### config.mk
export PLATFORM = sky130hd
export DESIGN_NAME = i2c_target_rx
export DESIGN_NICKNAME = d
export VERILOG_FILES = /design/src/rtl/i2c_target_rx.sv
export SDC_FILE = /design/constraint.sdc
export NUM_CORES = 1
export LEC_CHECK = 0
export CELL_PAD_IN_SITES_DETAIL_PLACEMENT = 1
export CELL_PAD_IN_SITES_GLOBAL_PLACEMENT = 2
export CORE_ASPECT_RATIO = 0.8
export CORE_MARGIN = 2
export CORE_UTILIZATION = 40
export CTS_BUF_LIST = sky130_fd_sc_hd__clkbuf_4 sky130_fd_sc_hd__clkbuf_8
export CTS_CLUSTER_DIAMETER = 50
export DETAILED_ROUTE_END_ITERATION = 16
export PLACE_DENSITY_LB_ADDON = 0.25
export SYNTH_ARGS = -nofsm -noshare
export SYNTH_HDL_FRONTEND = slang
export SYNTH_SLANG_ARGS = --single-unit
### constraint.sdc
create_clock -name CLK -period 2.8 [get_ports CLK]
set_input_delay 0.42 -clock CLK [delete_from_list [all_inputs] [get_ports CLK]]
set_output_delay 0.42 -clock CLK [all_outputs]
set_load 0.005 [all_outputs]
### src/rtl/i2c_target_rx.sv
// I2C target receiver: filters SCL/SDA, detects START/STOP, ACKs its own write address
// and every following data byte, and strobes each received byte out.
module i2c_target_rx #(
    parameter logic [6:0]  DEV_ADDR   = 7'h50,
    parameter bit          LSB_FIRST  = 1'b1,
    parameter int unsigned FILTER_LEN = 3
) (
    input  logic       CLK,
    input  logic       RST_N,
    input  logic       SCL_IN,
    input  logic       SDA_IN,
    output logic       SDA_OE,
    output logic [7:0] RX_DATA,
    output logic       RX_VALID,
    output logic       ADDR_MATCH,
    output logic       BUSY,
    output logic       START_DET,
    output logic       STOP_DET
);

    typedef enum logic [2:0] {StIdle, StAddr, StAddrAck, StData, StDataAck, StIgnore} state_e;

    localparam logic [3:0] FiltLast = 4'(FILTER_LEN - 1);

    // Bit 0 carries SCL, bit 1 carries SDA.
    logic [1:0]      sync1_q, sync2_q, filt_q, filt_d, prev_q;
    logic [1:0][3:0] fcnt_q, fcnt_d;

    always_comb begin
        filt_d = filt_q;
        fcnt_d = fcnt_q;
        for (int i = 0; i < 2; i++) begin
            if (sync2_q[i] == filt_q[i]) begin
                fcnt_d[i] = '0;
            end else if (fcnt_q[i] == FiltLast) begin
                filt_d[i] = sync2_q[i];
                fcnt_d[i] = '0;
            end else begin
                fcnt_d[i] = fcnt_q[i] + 4'd1;
            end
        end
    end

    always_ff @(posedge CLK or negedge RST_N) begin
        if (!RST_N) begin
            sync1_q <= '1;
            sync2_q <= '1;
            filt_q  <= '1;
            prev_q  <= '1;
            fcnt_q  <= '0;
        end else begin
            sync1_q <= {SDA_IN, SCL_IN};
            sync2_q <= sync1_q;
            filt_q  <= filt_d;
            prev_q  <= filt_q;
            fcnt_q  <= fcnt_d;
        end
    end

    logic scl_f, sda_f, scl_p, sda_p;
    logic scl_rise, scl_fall, start_cond, stop_cond;

    assign scl_f      = filt_q[0];
    assign sda_f      = filt_q[1];
    assign scl_p      = prev_q[0];
    assign sda_p      = prev_q[1];
    assign scl_rise   = scl_f & ~scl_p;
    assign scl_fall   = ~scl_f & scl_p;
    // SCL must be steady high, so an SDA change coinciding with an SCL edge stays data.
    assign start_cond = scl_f & scl_p & sda_p & ~sda_f;
    assign stop_cond  = scl_f & scl_p & ~sda_p & sda_f;

    state_e     state_q, state_d;
    logic [2:0] bit_cnt_q, bit_cnt_d, bit_idx;
    logic [7:0] shreg_q, shreg_d, byte_rx;
    logic [7:0] rx_data_q, rx_data_d;
    logic       sda_oe_q, sda_oe_d;
    logic       rx_valid_q, rx_valid_d;
    logic       addr_match_q, addr_match_d;
    logic       busy_q, busy_d;
    logic       start_det_q, start_det_d;
    logic       stop_det_q, stop_det_d;

    assign bit_idx = LSB_FIRST ? bit_cnt_q : (3'd7 - bit_cnt_q);

    always_comb begin
        byte_rx          = shreg_q;
        byte_rx[bit_idx] = sda_f;

        state_d      = state_q;
        bit_cnt_d    = bit_cnt_q;
        shreg_d      = shreg_q;
        rx_data_d    = rx_data_q;
        sda_oe_d     = sda_oe_q;
        addr_match_d = addr_match_q;
        busy_d       = busy_q;
        rx_valid_d   = 1'b0;
        start_det_d  = 1'b0;
        stop_det_d   = 1'b0;

        if (stop_cond) begin
            state_d      = StIdle;
            sda_oe_d     = 1'b0;
            addr_match_d = 1'b0;
            busy_d       = 1'b0;
            stop_det_d   = 1'b1;
        end else if (start_cond) begin
            state_d      = StAddr;
            bit_cnt_d    = '0;
            sda_oe_d     = 1'b0;
            addr_match_d = 1'b0;
            busy_d       = 1'b1;
            start_det_d  = 1'b1;
        end else begin
            case (state_q)
                StAddr: begin
                    if (scl_rise) begin
                        shreg_d   = byte_rx;
                        bit_cnt_d = bit_cnt_q + 3'd1;
                        if (bit_cnt_q == 3'd7) begin
                            if (byte_rx[7:1] == DEV_ADDR && !byte_rx[0]) begin
                                state_d      = StAddrAck;
                                addr_match_d = 1'b1;
                            end else begin
                                state_d = StIgnore;
                            end
                        end
                    end
                end
                StAddrAck, StDataAck: begin
                    // First fall (end of bit 8) grabs SDA, second fall (end of bit 9) frees it.
                    if (scl_fall) begin
                        if (!sda_oe_q) begin
                            sda_oe_d = 1'b1;
                        end else begin
                            sda_oe_d  = 1'b0;
                            state_d   = StData;
                            bit_cnt_d = '0;
                        end
                    end
                end
                StData: begin
                    if (scl_rise) begin
                        shreg_d   = byte_rx;
                        bit_cnt_d = bit_cnt_q + 3'd1;
                        if (bit_cnt_q == 3'd7) begin
                            rx_data_d  = byte_rx;
                            rx_valid_d = 1'b1;
                            state_d    = StDataAck;
                        end
                    end
                end
                StIdle, StIgnore: ;
                default: state_d = StIdle;
            endcase
        end
    end

    always_ff @(posedge CLK or negedge RST_N) begin
        if (!RST_N) begin
            state_q      <= StIdle;
            bit_cnt_q    <= '0;
            shreg_q      <= '0;
            rx_data_q    <= '0;
            sda_oe_q     <= 1'b0;
            rx_valid_q   <= 1'b0;
            addr_match_q <= 1'b0;
            busy_q       <= 1'b0;
            start_det_q  <= 1'b0;
            stop_det_q   <= 1'b0;
        end else begin
            state_q      <= state_d;
            bit_cnt_q    <= bit_cnt_d;
            shreg_q      <= shreg_d;
            rx_data_q    <= rx_data_d;
            sda_oe_q     <= sda_oe_d;
            rx_valid_q   <= rx_valid_d;
            addr_match_q <= addr_match_d;
            busy_q       <= busy_d;
            start_det_q  <= start_det_d;
            stop_det_q   <= stop_det_d;
        end
    end

    assign SDA_OE     = sda_oe_q;
    assign RX_DATA    = rx_data_q;
    assign RX_VALID   = rx_valid_q;
    assign ADDR_MATCH = addr_match_q;
    assign BUSY       = busy_q;
    assign START_DET  = start_det_q;
    assign STOP_DET   = stop_det_q;

endmodule

==> results by group, run 1 <==
Floorplanning
  • Die X: about 90 um
  • Row Count: 24
  • Chip height: 71.4 um
  • I/O pins: 18
  • Die area: about 6300 um2
  • Initial core utilization: 0.416
  • Core Box Area: about 5500 um2

Timing
  • RSZ-0062 raised after global routing: no
  • Final hold vios: 0
  • Setup TNS Final: 0 ps
  • Worst-Margin Slew: 950 ps
  • Fin. max-slew vios: 0
  • Final min period: 2180 ps
  • Relative slew slack: 0.367
  • Setup violators final: 0
  • FMAX: 0.458 GHz
  • Fin crit share: 0.780
  • Worst-case clock skew: 8.85 ps

Final layout
  • Final instance count without filler cells: 302
  • Layout cells sized above 1: 0.129
  • Ant. Diodes: 0
  • Most common cell after layout, fill and taps aside: dfrtp_1
  • Final nets: 233
  • Most frequent cells in the layout: dfrtp_1 (36), nor2_1 (25), nand2_1 (24)
  • Number of fill cells in the layout: between 600 and 700
  • Area growth, synth to finish: 12.1%

Global routing
  • First-pass GRT wire length: between 7 and 8 mm
  • Global Route Usage Sum: 0.163
  • Overflow after GRT: 0
  • Vias in the first global route: 1666
  • Initial antenna violation count: 0
  • Pin count of the biggest net entering global routing: 45

Placed design
  • Port Buffer Count: 17
  • Detailed placement HPWL: 3.22 mm
  • DP Cell Count: 294
  • Placer Congestion: 0.891

Logic synthesis
  • Syn Nets: 221
  • Register area share after synthesis: 0.489
  • Post-Syn Instances: 211
  • #FFs+latches synth: 44
  • Syn avg cell area: 10.8 um2
  • Post-synth EDFFs: 0
  • Async SR Flop Fraction: 1.00
  • Synth cell types: 47
  • Top_reg_cell synth: dfrtp_1
  • Syn Std Cell Area: 2270 um2
  • Yosys warning count: 0

Worst setup path
  • Max FO, Critical Path: 21
  • CP Capture Type: register
  • Arr. time, crit path: 2380 ps
  • CP required: ~3000 ps
  • Critical Path Source Type: register
  • Crit Path Class: register to register

Drt
  • DR iter-0 viols: 42
  • First-pass iteration count of the detailed router: 4
  • Met1 WL: roughly 2.2 mm
  • Top Metal Used: met4
  • Wire per inst: 15.2 um
  • Detailed-route via count: 1534
  • WL met3: 133 um
  • Vias per inst: 5.08
  • WL final: 4.60 mm
  • Metal2 WL: ~2.2 mm
  • Final ANT Viol Nets: 0
  • DR DRC count: 0

Power
  • Peak VDD IR: 0.415 mV
  • Leak Pwr: ~1.1 nW
  • Power per cell area: 778 nW/um2

Clock tree
  • TritonCTS buffer count: 5
  • Clk slew on worst S/H paths: 80 ps
  • CTS H-tree depth: 2
  • Setup Fix Bufs, Post-CTS: 0
  • CTS tree: done
  • Num Clock Sinks: 44
  • Hold Buf Count CTS: 0
  • CTS Root Cell: clkbuf_8
  • # resized after CTS: 0
  • Max Buffers Root-to-Sink: 2
  • Clock Latency Late Sink: 300 ps

Job
  • Maxcap violations: 0

Min path
  • HP Class: input port to asynchronous set/reset pin

Outcome
  • Outcome: complete, no violations
==> sequential cells by signal (all words and copies together) (netlist names) <==
register	flops
RX_VALID	1
START_DET	1
sync2_q	2
shreg_q	8
bit_cnt_q	3
STOP_DET	1
ADDR_MATCH	1
SDA_OE	1
fcnt_q	8
sync1_q	2
prev_q	2
BUSY	1
state_q	3
RX_DATA	8
filt_q	2
==> routing by layer <==
metal / track usage / up-vias
li1: - / 751
met1: 0.217 / 760
met2: 0.256 / 16
met3: 0.0426 / 7
met4: 0.0623 / 0
met5: 0 / -
==> synth_stat cells (all sizes together), types with 5 or more instances <==
| cell type | n | share of area |
|---|---|---|
| mux2 | 12 | 0.059 |
| ha | 6 | 0.033 |
| mux2i | 10 | 0.044 |
| nor2b | 5 | 0.014 |
| buf | 11 | 0.042 |
| inv | 6 | 0.0099 |
| o21ai | 13 | 0.029 |
| dfstp | 8 | 0.092 |
| nor2 | 25 | 0.041 |
| dfrtp | 36 | 0.40 |
| nand3 | 9 | 0.022 |
| xnor2 | 6 | 0.023 |
| nand2 | 24 | 0.040 |
==> critical path, cell delays in order, from the launching register on <==
cell and delay, ps:
dfrtp_1 780, or3b_4 470, o32a_1 190, o32ai_2 140, nand4_2 180, o31a_1 310
==> worst paths after layout <==
kind | start | to | slack (ps) | depth (start not counted)
max | bit_cnt_q[2] | state_q[2] | 620 | 5
min | RST_N | SDA_OE | 260 | 1
max reg2reg | bit_cnt_q[2] | state_q[2] | 620 | 5
min reg2reg | sync1_q[1] | sync2_q[1] | 360 | 0
max in group asynchronous | RST_N | RX_DATA[2] | 1940 | 1
min in group CLK | sync1_q[1] | sync2_q[1] | 360 | 0
==> cell families (layout without fill, tap and decap cells) <==
logic type               after synthesis  after routing  synth area share
AO/OA/AOI/OAI                         31             31             0.103
XOR/XNOR                              10             10            0.0385
flip-flops                            44             44             0.489
multiplexers                          22             22             0.103
buffers and inverters                 18             31            0.0534
adder cells (fa/ha/maj)                7              7            0.0374
AND/OR/NAND/NOR                       79             79             0.176
==> cell type report <==
cell class                      count  area, um2  area share
Timing Repair Buffer               17        165      0.0648
Clock buffer                        6       76.3      0.0299
Multi-Input combinational cell    149       1040       0.408
Clock inverter                      2       35.0      0.0137
Inverter                            6       22.5     0.00884
Tap cell                           78       97.6      0.0383
Sequential cell                    44       1110       0.436
==> stage by stage <==
step	util	hold WS (ps)	area (um2)	worst slack (ps)	power, W
finish	0.466	264	2550	616	0.00198
global route	0.466	342	2550	495	0.00213
CTS	0.466	306	2550	604	0.00201
detailed placement	0.446	350	2440	635	0.00151
global placement	0.446	348	2440	718	0.00147
floorplan	-	124	2270	810	0.00140
==> report_power, final <==
| part | internal (W) | leakage, nW | switching (W) |
|---|---|---|---|
| sequential | 0.000762 | 0.578 | 0.000227 |
| clock | 0.000274 | 0.0586 | 0.000213 |
| combinational | 0.000256 | 0.500 | 0.000250 |
Note: power is estimated with default switching activity, not from simulation.
==> run 2: changes to the inputs <==
Clock period 2.8 ns to 2.2 ns, I/O delays scaled along.
==> run 2 against run 1 <==
Effect of this change: setup slack worse by 390 ps; utilization is 1.3 points higher; non-clock buffer count increased by 8.
==> results by group, run 2 (same netlist as run 1, synthesis figures left out) <==
Outcome
  • Outcome: complete, no violations

Clock tree
  • # resized after CTS: 0 (unchanged)
  • Hold Buf Count CTS: 0 (unchanged)
  • TritonCTS buffer count: 5 (unchanged)
  • Max Buffers Root-to-Sink: 2 (unchanged)
  • CTS Root Cell: clkbuf_8
  • Clock Latency Late Sink: 290 ps (about the same)
  • Setup Fix Bufs, Post-CTS: 0 (unchanged)
  • Num Clock Sinks: 44 (unchanged)
  • CTS H-tree depth: 2 (unchanged)
  • Clk slew on worst S/H paths: 80 ps (about the same)
  • CTS tree: done

Worst setup path
  • CP Cell Sequence: ha_1 -> ha_1 -> and2_4 -> nor3_1 -> mux2_1 -> a21o_1
  • Most frequent cell on the critical path: ha_1
  • Reg-to-reg startpoint: bit_cnt_q[1]
  • Arr. time, crit path: 2170 ps (-210 ps)
  • Slowest stage cell, crit path: dfrtp_1
  • CP required: 2390 ps (-600 ps)
  • CP Launch Point: bit_cnt_q[1]
  • CP Capture Type: register
  • Crit-path leading delay family: flip-flops
  • Critical Path Source Type: register
  • Critical Path Max Stage Delay: 550 ps (-230 ps)
  • Crit Path Class: register to register
  • Max FO, Critical Path: 14 (-33%)
  • WP buf/inv: 0 (unchanged)

Timing
  • Worst-Margin Slew: 456 ps (-495 ps)
  • RSZ-0062 raised after global routing: no
  • Final min period: 1970 ps (-209 ps)
  • Setup TNS Final: 0 ps (unchanged)
  • Relative slew slack: 0.694 (+0.328)
  • Final setup margin: 226 ps (-391 ps)
  • Final hold vios: 0 (unchanged)
  • Worst-case clock skew: 3.47 ps (-5.38 ps)
  • Fin crit share: 0.897 (+0.118)
  • Fin. max-slew vios: 0 (unchanged)
  • FMAX: 0.506 GHz (+11%)
  • Setup violators final: 0 (unchanged)

Job
  • Maxcap violations: 0 (unchanged)

Min path
  • HP Class: input port to asynchronous set/reset pin

Global routing
  • First-pass GRT wire length: 8.27 mm (+4.4%)
  • Initial antenna violation count: 0 (unchanged)
  • Global Route Usage Sum: 0.167 (+0.00343)
  • Pin count of the biggest net entering global routing: 45 (unchanged)
  • Vias in the first global route: 1685 (+1.1%)
  • Overflow after GRT: 0 (unchanged)

Drt
  • Wire per inst: 14.9 um (-2.2%)
  • DR iter-0 viols: 70 (+67%)
  • Final ANT Viol Nets: 0 (unchanged)
  • First-pass iteration count of the detailed router: 4 (unchanged)
  • Vias per inst: 5.08 (about the same)
  • WL final: 4.62 mm (+0.43%)
  • Detailed-route via count: 1576 (+2.7%)
  • DR DRC count: 0 (unchanged)

Floorplanning
  • Die area: 6310 um2 (unchanged)
  • Row Count: 24 (unchanged)
  • Chip height: 71.4 um (unchanged)
  • Initial core utilization: 0.416 (unchanged)
  • I/O pins: 18 (unchanged)
  • Core Box Area: 5470 um2 (unchanged)
  • Die X: 88.3 um (unchanged)

Placed design
  • Placer Congestion: 0.870 (-2.3%)
  • Worst slack at placement: 219 ps (-416 ps)
  • Port Buffer Count: 17 (unchanged)
  • Detailed placement HPWL: 3.42 mm (+6.3%)
  • DP Cell Count: 302 (+2.7%)

Power
  • Design Power: 0.00259 W (+30%)
  • Power per cell area: 986 nW/um2 (+27%)
  • Peak VDD IR: 0.450 mV (+8.5%)
  • Leak Pwr: 1.18 nW (+3.6%)

Final layout
  • Final nets: 241 (+3.4%)
  • Final instance count without filler cells: 310 (+2.6%)
  • Most common cell after layout, fill and taps aside: dfrtp_1
  • Ant. Diodes: 0 (unchanged)
  • Most frequent cells in the layout: dfrtp_1 (36), nor2_1 (25), nand2_1 (24)
  • Layout cells sized above 1: 0.159 (+0.0300)
  • Area growth, synth to finish: 15.3%
  • Number of fill cells in the layout: 616 (-1.1%)
## run 2: cell types whose count changed in the layout (fill, tap and decap cells not counted), sizes merged
cell,previous run,this run
clkinvlp,0,1
buf,1,9
clkbuf,6,5
## run 2: layout make-up
cell class | count | area, um2 | share of cell area
Timing Repair Buffer | 25 | 238 | 0.0907
Clock inverter | 3 | 42.5 | 0.0162
Multi-Input combinational cell | 149 | 1040 | 0.397
Sequential cell | 44 | 1110 | 0.424
Inverter | 6 | 22.5 | 0.00859
Clock buffer | 5 | 68.8 | 0.0263
Tap cell | 78 | 97.6 | 0.0372
## run 2: power by group
part | leakage, nW | switching, W | internal (W)
clock | 0.0541 | 0.000275 | 0.000336
combinational | 0.546 | 0.000455 | 0.000384
sequential | 0.578 | 0.000168 | 0.000967
total | 1.18 | 0.000899 | 0.00169
## run 2: worst paths after layout
check | end | slack, ps | depth (start not counted)
setup / recovery | state_q[0] | 230 | 6
hold / removal | fcnt_q[3] | 4 | 2
setup reg to reg | state_q[0] | 230 | 6
hold reg to reg | sync2_q[0] | 360 | 0
max in group asynchronous | prev_q[0] | 1930 | 2
min in group CLK | sync2_q[0] | 360 | 0
## run 2: worst register-to-register path: cells and delay by family, from the launching register on
family / cells / cell delay (ps)
multiplexers: 1 / 340
AO/OA/AOI/OAI: 1 / 150
flip-flops: 1 / 550
AND/OR/NAND/NOR: 2 / 350
adder cells (fa/ha/maj): 2 / 480
## run 2: metrics by stage
stage	hold WS, ps	utilization	instance area [um2]
6_report	3.88	0.480	2620
5_1_grt	1.85	0.480	2620
4_1_cts	2.06	0.480	2620
3_5_place_dp	330	0.459	2510
3_3_place_gp	323	0.459	2510
2_1_floorplan	34.4	-	2270
## run 2: routing by layer
metal  GRT usage  wire (um)
met1       0.220       2190
met2       0.279       2280
met3      0.0380        104
met4      0.0404         42
met5           0          0
